==> config.mk <==
export PLATFORM = sky130hd
export DESIGN_NAME = svm_linear_mac_flat
export DESIGN_NICKNAME = d
export VERILOG_FILES = /design/src/rtl/svm_linear_mac_if.sv /design/src/rtl/svm_linear_mac.sv /design/src/flat_wrapper.sv
export SDC_FILE = /design/constraint.sdc
export NUM_CORES = 2
export LEC_CHECK = 0
export ABC_AREA = 1
export BUFFER_PORTS_ARGS = -buffer_cell sky130_fd_sc_hd__buf_4
export CAP_MARGIN = 10
export CELL_PAD_IN_SITES_DETAIL_PLACEMENT = 1
export CELL_PAD_IN_SITES_GLOBAL_PLACEMENT = 1
export CORE_ASPECT_RATIO = 0.7
export CORE_MARGIN = 2
export CORE_UTILIZATION = 25
export DETAILED_ROUTE_END_ITERATION = 10
export PLACE_DENSITY_LB_ADDON = 0.15
export REMOVE_ABC_BUFFERS = 1
export SYNTH_ARGS = -nofsm -noshare
export SYNTH_HDL_FRONTEND = slang
export SYNTH_SLANG_ARGS = --single-unit
==> constraint.sdc <==
create_clock -name clk -period 7.45 [get_ports clk]
set_input_delay 0 -clock clk [delete_from_list [all_inputs] [get_ports clk]]
set_output_delay 0 -clock clk [all_outputs]
set_load 0.03 [all_outputs]
==> src/rtl/svm_linear_mac_if.sv <==
// Handshake and configuration bundle for the linear-SVM scoring engine.
// The master side feeds windows and weights; the slave side is the engine.
interface svm_linear_mac_if #(
    parameter int N_FEAT = 4,
    parameter int DW     = 32,
    parameter int WW     = 16,
    parameter int ACC_W  = 48
);
    localparam int AW = (N_FEAT > 1) ? $clog2(N_FEAT) : 1;

    logic                   start;
    logic [N_FEAT*DW-1:0]   features;
    logic                   w_we;
    logic [AW-1:0]          w_addr;
    logic [WW-1:0]          w_data;
    logic                   b_we;
    logic [ACC_W-1:0]       b_data;
    logic                   busy;
    logic                   done;
    logic [ACC_W-1:0]       score;
    logic                   raw_positive;
    logic                   fall_detected;
    logic                   cfg_err;

    modport master (
        output start, features, w_we, w_addr, w_data, b_we, b_data,
        input  busy, done, score, raw_positive, fall_detected, cfg_err
    );

    modport slave (
        input  start, features, w_we, w_addr, w_data, b_we, b_data,
        output busy, done, score, raw_positive, fall_detected, cfg_err
    );
endinterface

==> src/rtl/svm_linear_mac.sv <==
// Linear-SVM fall classifier: bias + sum(x_i*w_i), one MAC per cycle,
// with saturating accumulation and a consecutive-positive confirm filter.
module svm_linear_mac #(
    parameter int N_FEAT  = 4,
    parameter int DW      = 32,
    parameter int FRAC    = 16,
    parameter int WW      = 16,
    parameter int WFRAC   = 12,
    parameter int ACC_W   = 48,
    parameter int CONFIRM = 3
) (
    input  logic clk,
    input  logic reset,
    svm_linear_mac_if.slave bus
);
    localparam int AW = (N_FEAT > 1) ? $clog2(N_FEAT) : 1;
    localparam int PW = DW + WW;
    localparam int CW = $clog2(CONFIRM + 1);

    localparam logic [1:0] S_IDLE   = 2'd0;
    localparam logic [1:0] S_MAC    = 2'd1;
    localparam logic [1:0] S_DECIDE = 2'd2;

    localparam logic [ACC_W-1:0] ACC_MAX = {1'b0, {(ACC_W-1){1'b1}}};
    localparam logic [ACC_W-1:0] ACC_MIN = {1'b1, {(ACC_W-1){1'b0}}};

    // Catch illegal parameterisations at elaboration time.
    if (N_FEAT < 1 || CONFIRM < 1) begin : g_bad_count
        $error("svm_linear_mac: N_FEAT and CONFIRM must be >= 1");
    end
    if (ACC_W < PW) begin : g_bad_acc
        $error("svm_linear_mac: ACC_W must be >= DW+WW");
    end
    if (FRAC > DW || WFRAC > WW) begin : g_bad_frac
        $error("svm_linear_mac: fractional bits exceed word width");
    end

    logic [1:0]        state;
    logic [AW-1:0]     idx;
    logic [DW-1:0]     x     [N_FEAT];
    logic [WW-1:0]     w     [N_FEAT];
    logic [WW-1:0]     w_win [N_FEAT];
    logic [ACC_W-1:0]  bias;
    logic [ACC_W-1:0]  acc;
    logic [CW-1:0]     cnt;

    logic              idle;
    logic              accept;
    logic              cfg_try;
    logic              last;
    logic              addr_ok;
    logic              acc_pos;

    logic [PW-1:0]     xa;
    logic [PW-1:0]     wa;
    logic [PW-1:0]     prod;
    logic [ACC_W:0]    sum;
    logic [ACC_W-1:0]  acc_next;

    assign idle     = (state == S_IDLE);
    assign accept   = idle && bus.start;
    assign cfg_try  = bus.w_we || bus.b_we;
    assign last     = (idx == AW'(N_FEAT - 1));
    assign addr_ok  = ({1'b0, bus.w_addr} < (AW+1)'(N_FEAT));
    assign acc_pos  = !acc[ACC_W-1] && (acc != '0);
    assign bus.busy = !idle;

    // Full-precision signed product and one saturating accumulate step.
    always_comb begin
        xa   = {{WW{x[idx][DW-1]}}, x[idx]};
        wa   = {{DW{w_win[idx][WW-1]}}, w_win[idx]};
        prod = xa * wa;
        sum  = {acc[ACC_W-1], acc}
             + {{(ACC_W+1-PW){prod[PW-1]}}, prod};
        acc_next = sum[ACC_W-1:0];
        if (sum[ACC_W] != sum[ACC_W-1]) begin
            acc_next = sum[ACC_W] ? ACC_MIN : ACC_MAX;
        end
    end

    // Sequencer: IDLE -> MAC (N_FEAT cycles) -> DECIDE -> IDLE.
    always_ff @(posedge clk) begin
        if (reset) begin
            state <= S_IDLE;
            idx   <= '0;
        end else begin
            unique case (state)
                S_IDLE: begin
                    idx <= '0;
                    if (bus.start) begin
                        state <= S_MAC;
                    end
                end
                S_MAC: begin
                    idx <= idx + 1'b1;
                    if (last) begin
                        idx   <= '0;
                        state <= S_DECIDE;
                    end
                end
                S_DECIDE: begin
                    state <= S_IDLE;
                end
                default: begin
                    state <= S_IDLE;
                    idx   <= '0;
                end
            endcase
        end
    end

    // Window operands: features and a weight snapshot taken on start,
    // so later weight writes cannot reach a window in flight.
    always_ff @(posedge clk) begin
        if (accept) begin
            for (int i = 0; i < N_FEAT; i++) begin
                x[i]     <= bus.features[i*DW +: DW];
                w_win[i] <= w[i];
            end
        end
    end

    // Accumulator: seeded with bias on start, one MAC per MAC cycle.
    always_ff @(posedge clk) begin
        if (reset) begin
            acc <= '0;
        end else if (accept) begin
            acc <= bias;
        end else if (state == S_MAC) begin
            acc <= acc_next;
        end
    end

    // Runtime weight/bias registers, writable only while idle.
    always_ff @(posedge clk) begin
        if (reset) begin
            for (int i = 0; i < N_FEAT; i++) begin
                w[i] <= '0;
            end
            bias <= '0;
        end else if (idle) begin
            if (bus.w_we && addr_ok) begin
                w[bus.w_addr] <= bus.w_data;
            end
            if (bus.b_we) begin
                bias <= bus.b_data;
            end
        end
    end

    // Flag configuration attempts that were dropped because a window ran.
    always_ff @(posedge clk) begin
        if (reset) begin
            bus.cfg_err <= 1'b0;
        end else begin
            bus.cfg_err <= !idle && cfg_try;
        end
    end

    // Result publication and consecutive-positive confirmation.
    always_ff @(posedge clk) begin
        if (reset) begin
            bus.done          <= 1'b0;
            bus.score         <= '0;
            bus.raw_positive  <= 1'b0;
            bus.fall_detected <= 1'b0;
            cnt               <= '0;
        end else begin
            bus.done <= 1'b0;
            if (state == S_DECIDE) begin
                bus.done         <= 1'b1;
                bus.score        <= acc;
                bus.raw_positive <= acc_pos;
                if (acc_pos) begin
                    if (cnt != CW'(CONFIRM)) begin
                        cnt <= cnt + 1'b1;
                    end
                    bus.fall_detected <= (32'(cnt) + 1 >= CONFIRM);
                end else begin
                    cnt               <= '0;
                    bus.fall_detected <= 1'b0;
                end
            end
        end
    end
endmodule

==> src/flat_wrapper.sv <==
// flat-port wrapper written by rule: the top's interface ports become plain ports
module svm_linear_mac_flat 
#(
    parameter int N_FEAT  = 4,
    parameter int DW      = 32,
    parameter int FRAC    = 16,
    parameter int WW      = 16,
    parameter int WFRAC   = 12,
    parameter int ACC_W   = 48,
    parameter int CONFIRM = 3
)
  (clk, reset, bus_start, bus_features, bus_w_we, bus_w_addr, bus_w_data, bus_b_we, bus_b_data, bus_busy, bus_done, bus_score, bus_raw_positive, bus_fall_detected, bus_cfg_err);
  svm_linear_mac_if #(.N_FEAT(N_FEAT), .DW(DW), .WW(WW), .ACC_W(ACC_W)) bus_i ();
  input  logic clk;
  input  logic reset;
  input wire logic [$bits(bus_i.start)-1:0] bus_start;
  input wire logic [$bits(bus_i.features)-1:0] bus_features;
  input wire logic [$bits(bus_i.w_we)-1:0] bus_w_we;
  input wire logic [$bits(bus_i.w_addr)-1:0] bus_w_addr;
  input wire logic [$bits(bus_i.w_data)-1:0] bus_w_data;
  input wire logic [$bits(bus_i.b_we)-1:0] bus_b_we;
  input wire logic [$bits(bus_i.b_data)-1:0] bus_b_data;
  output wire logic [$bits(bus_i.busy)-1:0] bus_busy;
  output wire logic [$bits(bus_i.done)-1:0] bus_done;
  output wire logic [$bits(bus_i.score)-1:0] bus_score;
  output wire logic [$bits(bus_i.raw_positive)-1:0] bus_raw_positive;
  output wire logic [$bits(bus_i.fall_detected)-1:0] bus_fall_detected;
  output wire logic [$bits(bus_i.cfg_err)-1:0] bus_cfg_err;
  assign bus_i.start = bus_start;
  assign bus_i.features = bus_features;
  assign bus_i.w_we = bus_w_we;
  assign bus_i.w_addr = bus_w_addr;
  assign bus_i.w_data = bus_w_data;
  assign bus_i.b_we = bus_b_we;
  assign bus_i.b_data = bus_b_data;
  assign bus_busy = bus_i.busy;
  assign bus_done = bus_i.done;
  assign bus_score = bus_i.score;
  assign bus_raw_positive = bus_i.raw_positive;
  assign bus_fall_detected = bus_i.fall_detected;
  assign bus_cfg_err = bus_i.cfg_err;
  svm_linear_mac #(.N_FEAT(N_FEAT), .DW(DW), .FRAC(FRAC), .WW(WW), .WFRAC(WFRAC), .ACC_W(ACC_W), .CONFIRM(CONFIRM)) u_core (.clk(clk), .reset(reset), .bus(bus_i));
endmodule
==> Word level (Yosys, flattened, before mapping) <==
Memory sizes are Yosys's and may differ from the RTL's. A register that Yosys moved wholly into a read port is not among the register bits.
Cells that the tools add are included.
{ "classes": {"n_reduce_logical": 13, "eq_ne": 8, "n_addsub": 4, "muxes": 28, "multipliers": 1, "order_cmp": 1} }
{ "ops": {"columns": ["op", "count"], "rows": [
  ["48-bit 2-to-1 mux", 4],
  ["48-bit by 48-bit adder with 49-bit output", 1],
  ["32-bit by 16-bit multiplier with 48-bit output", 1],
  ["48-bit nonzero test", 1],
  ["32-bit by 2-bit >= comparator with 1-bit output (second input constant)", 1],
  ["2-bit 2-to-1 mux", 10],
  ["16-bit 2-to-1 mux", 1],
  ["16-bit OR reduction", 1],
  ["1-bit 2-to-1 mux", 11],
  ["2-bit case mux with 2 select lines", 2],
  ["2-bit inequality test (second input constant)", 3],
  ["2-bit AND reduction", 3],
  ["2-bit by 1-bit adder with 2-bit output (second input constant)", 2],
  ["2-bit equality test (second input constant)", 2],
  ["2-bit by 1-bit adder with 3-bit output (second input constant)", 1],
  ["1-bit logical AND", 3],
  ["2-bit by 1-bit equality test with 1-bit output (second input constant)", 1],
  ["1-bit zero test", 2],
  ["2-bit zero test", 1],
  ["2-bit by 1-bit inequality test with 1-bit output (second input constant)", 1],
  ["2-bit nonzero test", 1],
  ["1-bit logical OR", 1],
  ["1-bit inequality test", 1]
]} }
{ "word_totals": {"mem_count": 3, "mem_bits_rw": 256, "elab_cells": 68, "out_inout_bits": 53, "regBits": 154} }
{ "memory_table": {"columns": ["memory", "depth", "width", "rd", "rd_clocked_by_memory_dff", "wr", "line", "rtl"], "rows": [
  ["u_core.x", 4, 32, 1, 1, 4, "svm_linear_mac.sv:40", "logic [DW-1:0] x [N_FEAT];"],
  ["u_core.w", 4, 16, 4, 0, 4, "svm_linear_mac.sv:41", "logic [WW-1:0] w [N_FEAT];"],
  ["u_core.w_win", 4, 16, 1, 1, 4, "svm_linear_mac.sv:42", "logic [WW-1:0] w_win [N_FEAT];"]
]} }

==> Longest topological paths before layout <==
{ "depth": {"depth_word": 6, "mapped_depth": 38, "mapped_depth_nobuf": 35} }

==> Least setup slack after synthesis <==
OpenSTA, ideal clock, no wires.
{ "synth_path": {"path_kind": "register -> register", "startpoint": "register with a tool-made name", "endpoint": "register u_core.acc[0]", "stages_incl_launch_ff": 35, "arrival_ns": 6.705, "setup_time_ns": 0.122, "path_slack_ns": 0.623, "cell_sequence": "dfxtp_1 -> buf_2 -> inv_2 -> buf_2 -> nand2_1 -> a32oi_1 -> inv_1 -> clkbuf_1 -> nor2_1 -> inv_1 -> fa_1 -> inv_1 -> fa_1 -> inv_1 -> fa_1 -> inv_1 -> fa_1 -> inv_1 -> fa_1 -> fa_1 -> inv_1 -> ha_1 -> nand2_1 -> nor3_2 -> nand2_1 -> nor2_2 -> nand2_2 -> nand3_2 -> nand2_1 -> nand2_1 -> nand2_2 -> inv_2 -> nor2_2 -> nand2_1 -> a21oi_1"} }
{ "synth_lines": {"columns": ["item", "line", "rtl"], "rows": [
  ["end signal: assignment", "svm_linear_mac.sv:128", "acc <= bias;"],
  ["end signal: assignment", "svm_linear_mac.sv:130", "acc <= acc_next;"],
  ["end: declaration", "svm_linear_mac.sv:44", "logic [ACC_W-1:0] acc;"]
]} }

==> load_flow_metrics.sql <==
INSERT INTO impl_metrics (metric_group, metric, value, unit) VALUES
('outcome', 'run_status', 'completed', ''),
('route', 'route.detailed.wl_per_inst', '21.4', 'um'),
('timing', 'rsz0062_at_grt', 'true', ''),
('worst_setup_path', 'crit_slowest_cell', 'sky130_fd_sc_hd__fa_1', ''),
('route', 'drt-vias-per-instance', '4.41', ''),
('synthesis', 'ys_seq_elements', '412', ''),
('die', 'io_pins', '252', ''),
('grt', 'vias_in_the_first_global_route', '31005', ''),
('route', 'detailed_router_s_first_iteration_violation_count', '1472', ''),
('clock_tree', 'cts-htree-levels', '2', ''),
('placement', 'numPortBuffers', '251', ''),
('synthesis', 'warnings_from_yosys', '0', ''),
('timing', 'finalWorstPathRequiredPeriod', '7.22', 'ns'),
('timing', 'finalSetupViolations', '0', ''),
('worst_setup_path', 'endpoint_kind', 'flip-flop', ''),
('clock_tree', 'clk-insertion-delay-late', '0.66', 'ns'),
('finish', 'number_of_fillers_in_the_final_layout', '16218', ''),
('timing', 'final_hold_fails', '0', ''),
('worst_setup_path', 'path_common_cell', 'sky130_fd_sc_hd__fa_1', ''),
('worst_setup_path', 'critPathMaxStageDelay', '0.56', 'ns'),
('die', 'effective_utilization_at_floorplan', '0.252', ''),
('die', 'die_area', '145000', 'um^2'),
('timing', 'max_freq', '0.139', 'GHz'),
('route', 'drt.antenna.violating_nets', '0', ''),
('placement', 'gp_congestion', '0.861', ''),
('die', 'die-width', '454', 'um'),
('clock_tree', 'clockRootBuffer', 'sky130_fd_sc_hd__clkbuf_16', ''),
('timing', 'setup_tns', '0', 'ns'),
('grt', 'grt_start_max_net_pins', '142', ''),
('clock_tree', 'worst_setup_hold_path_clk_slew', '0.06', 'ns'),
('clock_tree', 'cts_inserted_buffers', '49', ''),
('grt', 'total_routing_resource_utilization_after_global_routing', '0.186', ''),
('timing', 'least_margin_pin_slew', '0.993', 'ns'),
('timing', 'finClkSkew', '0.0382', 'ns'),
('finish', 'ff_latch_area', '10800', 'um^2'),
('clock_tree', 'clock-sinks', '412', ''),
('clock_tree', 'clk_path_buf_depth', '3', ''),
('route', 'via_count', '28103', ''),
('worst_setup_path', 'cp_data_arrival_time', '7.79', 'ns'),
('synthesis', 'synth_area_per_cell', '9.13', 'um^2'),
('grt', 'grt_overflow', '0', ''),
('timing', 'slew_margin_rel', '0.336', ''),
('timing', 'finalMaxSlewViolations', '0', ''),
('run', 'drv_cap', '0', ''),
('die', 'fp.dieH', '319', 'um'),
('worst_setup_path', 'crit_path_start_kind', 'flip-flop', ''),
('finish', 'final_cell_area', '45600', 'um^2'),
('worst_hold_path', 'min_path_type', 'in -> reg', ''),
('die', 'floorplan.rows', '115', ''),
('finish', 'design.final.nets', '5340', ''),
('worst_setup_path', 'crit_fanout', '24', ''),
('worst_setup_path', 'crit_path_leading_delay_family', 'adder cells', ''),
('synthesis', 'post_synth_num_cell_types', '49', ''),
('grt', 'first_pass_grt_wire_length', '200000', 'um'),
('worst_setup_path', 'worstPathBufferInverterCount', '11', ''),
('worst_setup_path', 'timing.setup.critical_path_class', 'reg -> reg', ''),
('route', 'dr.pass1.iters', '5', ''),
('placement', 'dpl.hpwl', '105000', 'um'),
('route', 'total_wirelength_of_the_detailed_routed_design', '136000', 'um'),
('clock_tree', 'cts_tree', 'built', ''),
('placement', 'postPlaceCellArea', '40900', 'um^2'),
('die', 'coreArea', '141000', 'um^2'),
('synthesis', 'seq_area_frac_synth', '0.304', ''),
('synthesis', 'post_synthesis_instance_total', '3889', ''),
('finish', 'final_layout_size_suffix_gt1_frac', '0.169', ''),
('finish', 'multi_input_comb_area', '21500', 'um^2'),
('route', 'drc', '0', ''),
('finish', 'areaGrowthSynthToFinish', '28.4', '%'),
('grt', 'initial_antenna_violation_count', '3', ''),
('synthesis', 'synth.cell_area', '35500', 'um^2'),
('timing', 'finalCritPeriodShare', '0.969', ''),
('worst_setup_path', 'cp.required', '8.03', 'ns');
==> cell usage in the layout (no fill, tap or decap), drive strengths merged, types with 25 or more instances in the layout <==
cell,instances
xor2,25
dfxtp,156
fa,539
clkbuf,71
inv,781
nand3,37
nand2,746
a32oi,48
dlygate4sd3,198
o221ai,41
nor2,586
buf,477
edfxtp,256
o21ai,126
ha,136
a21oi,150
==> sequential cells by signal, summed over array words and instances (netlist names), named ones only <==
signal	count
u_core.x	128
u_core.w	64
u_core.w_win	64
u_core.acc	48
u_core.bias	48
u_core.bus.score	48
u_core.cnt	2
u_core.idx	2
u_core.state	2
u_core.bus.cfg_err	1
u_core.bus.done	1
u_core.bus.fall_detected	1
u_core.bus.raw_positive	1
==> stage by stage <==
step | hold WS [ns] | std cells | utilization | setup slack, ns
floorplan | 0.0691 | 3731 | - | -2.24
global placement | 0.179 | 6044 | 0.290 | -0.0468
detailed placement | 0.179 | 6044 | 0.290 | -0.120
CTS | 0.00231 | 6332 | 0.316 | 0.00701
global route | 0.0209 | 6377 | 0.324 | -0.0165
finish | 0.0603 | 6378 | 0.324 | 0.234
==> kinds of logic (layout without fill, tap and decap cells) <==
logic type / after synthesis / in the layout / synth area share
buf+inv: 950 / 1565 / 0.103
flops: 412 / 412 / 0.304
compound gates: 396 / 396 / 0.0738
other cells: 0 / 2 / 0
fa+ha+maj: 675 / 675 / 0.352
xor+xnor: 37 / 37 / 0.00912
simple gates: 1419 / 1419 / 0.158
==> synthesized netlist by cell type, drive strengths merged <==
cell type / number / area [um^2]
a211oi: 1 / 7.51
ha: 136 / 1700
o21a: 1 / 7.51
inv: 786 / 2950
o211ai: 3 / 22.5
xnor2: 12 / 105
nor4: 18 / 113
clkinv: 6 / 22.5
nor3: 13 / 75.1
o31ai: 1 / 7.51
a32oi: 48 / 473
o2111ai: 1 / 8.76
edfxtp: 256 / 7690
nor2: 586 / 2240
buf: 55 / 290
dfxtp: 156 / 3120
nand3b: 9 / 71.3
nand2: 746 / 2850
or3: 1 / 6.26
o221ai: 41 / 359
o21ai: 126 / 634
o22ai: 1 / 6.26
nand3: 37 / 200
o21bai: 13 / 97.6
a32o: 1 / 10.0
fa: 539 / 10800
a21o: 4 / 30.0
clkbuf: 103 / 387
a21oi: 150 / 923
a21boi: 1 / 7.51
xor2: 25 / 219
nand4: 9 / 56.3
a31oi: 4 / 25.0
==> layout make-up <==
type | count | area share
Multi-Input combinational cell | 2527 | 0.470
Sequential cell | 412 | 0.237
Timing Repair Buffer | 684 | 0.138
Inverter | 792 | 0.0673
Tap cell | 1872 | 0.0513
Clock buffer | 62 | 0.0286
Clock inverter | 27 | 0.00697
Antenna cell | 2 | 0.000110
==> layer usage <==
layer / up-vias / share of wire / track usage
met3: 98 / 0.050 / 0.0316
met1: 14451 / 0.49 / 0.267
met2: 478 / 0.44 / 0.293
met4: 0 / 0.016 / 0.0347
li1: 13076 / - / -
met5: - / 0 / 0
==> worst paths after layout <==
kind	start	end	slack [ns]	cells past startpoint
max	flip-flop	u_core.acc[18]	0.23	29
min	bus_features[61]	u_core.x[1][29]	0.06	2
max reg2reg	flip-flop	u_core.acc[18]	0.23	29
min reg2reg	u_core.w[2][5]	u_core.w_win[2][5]	0.41	0
==> repair_timing <==
item,CTS,global route
pin swaps,1,6
hold endpoints to repair,252,0
buffers inserted,1,34
cloned,0,10
hold buffers,198,0
resized for setup,12,118
endpoints found under the setup margin,16,48
Power is not shown: default switching activity piles up to over one toggle a cycle in this logic, so the estimate is an artifact.
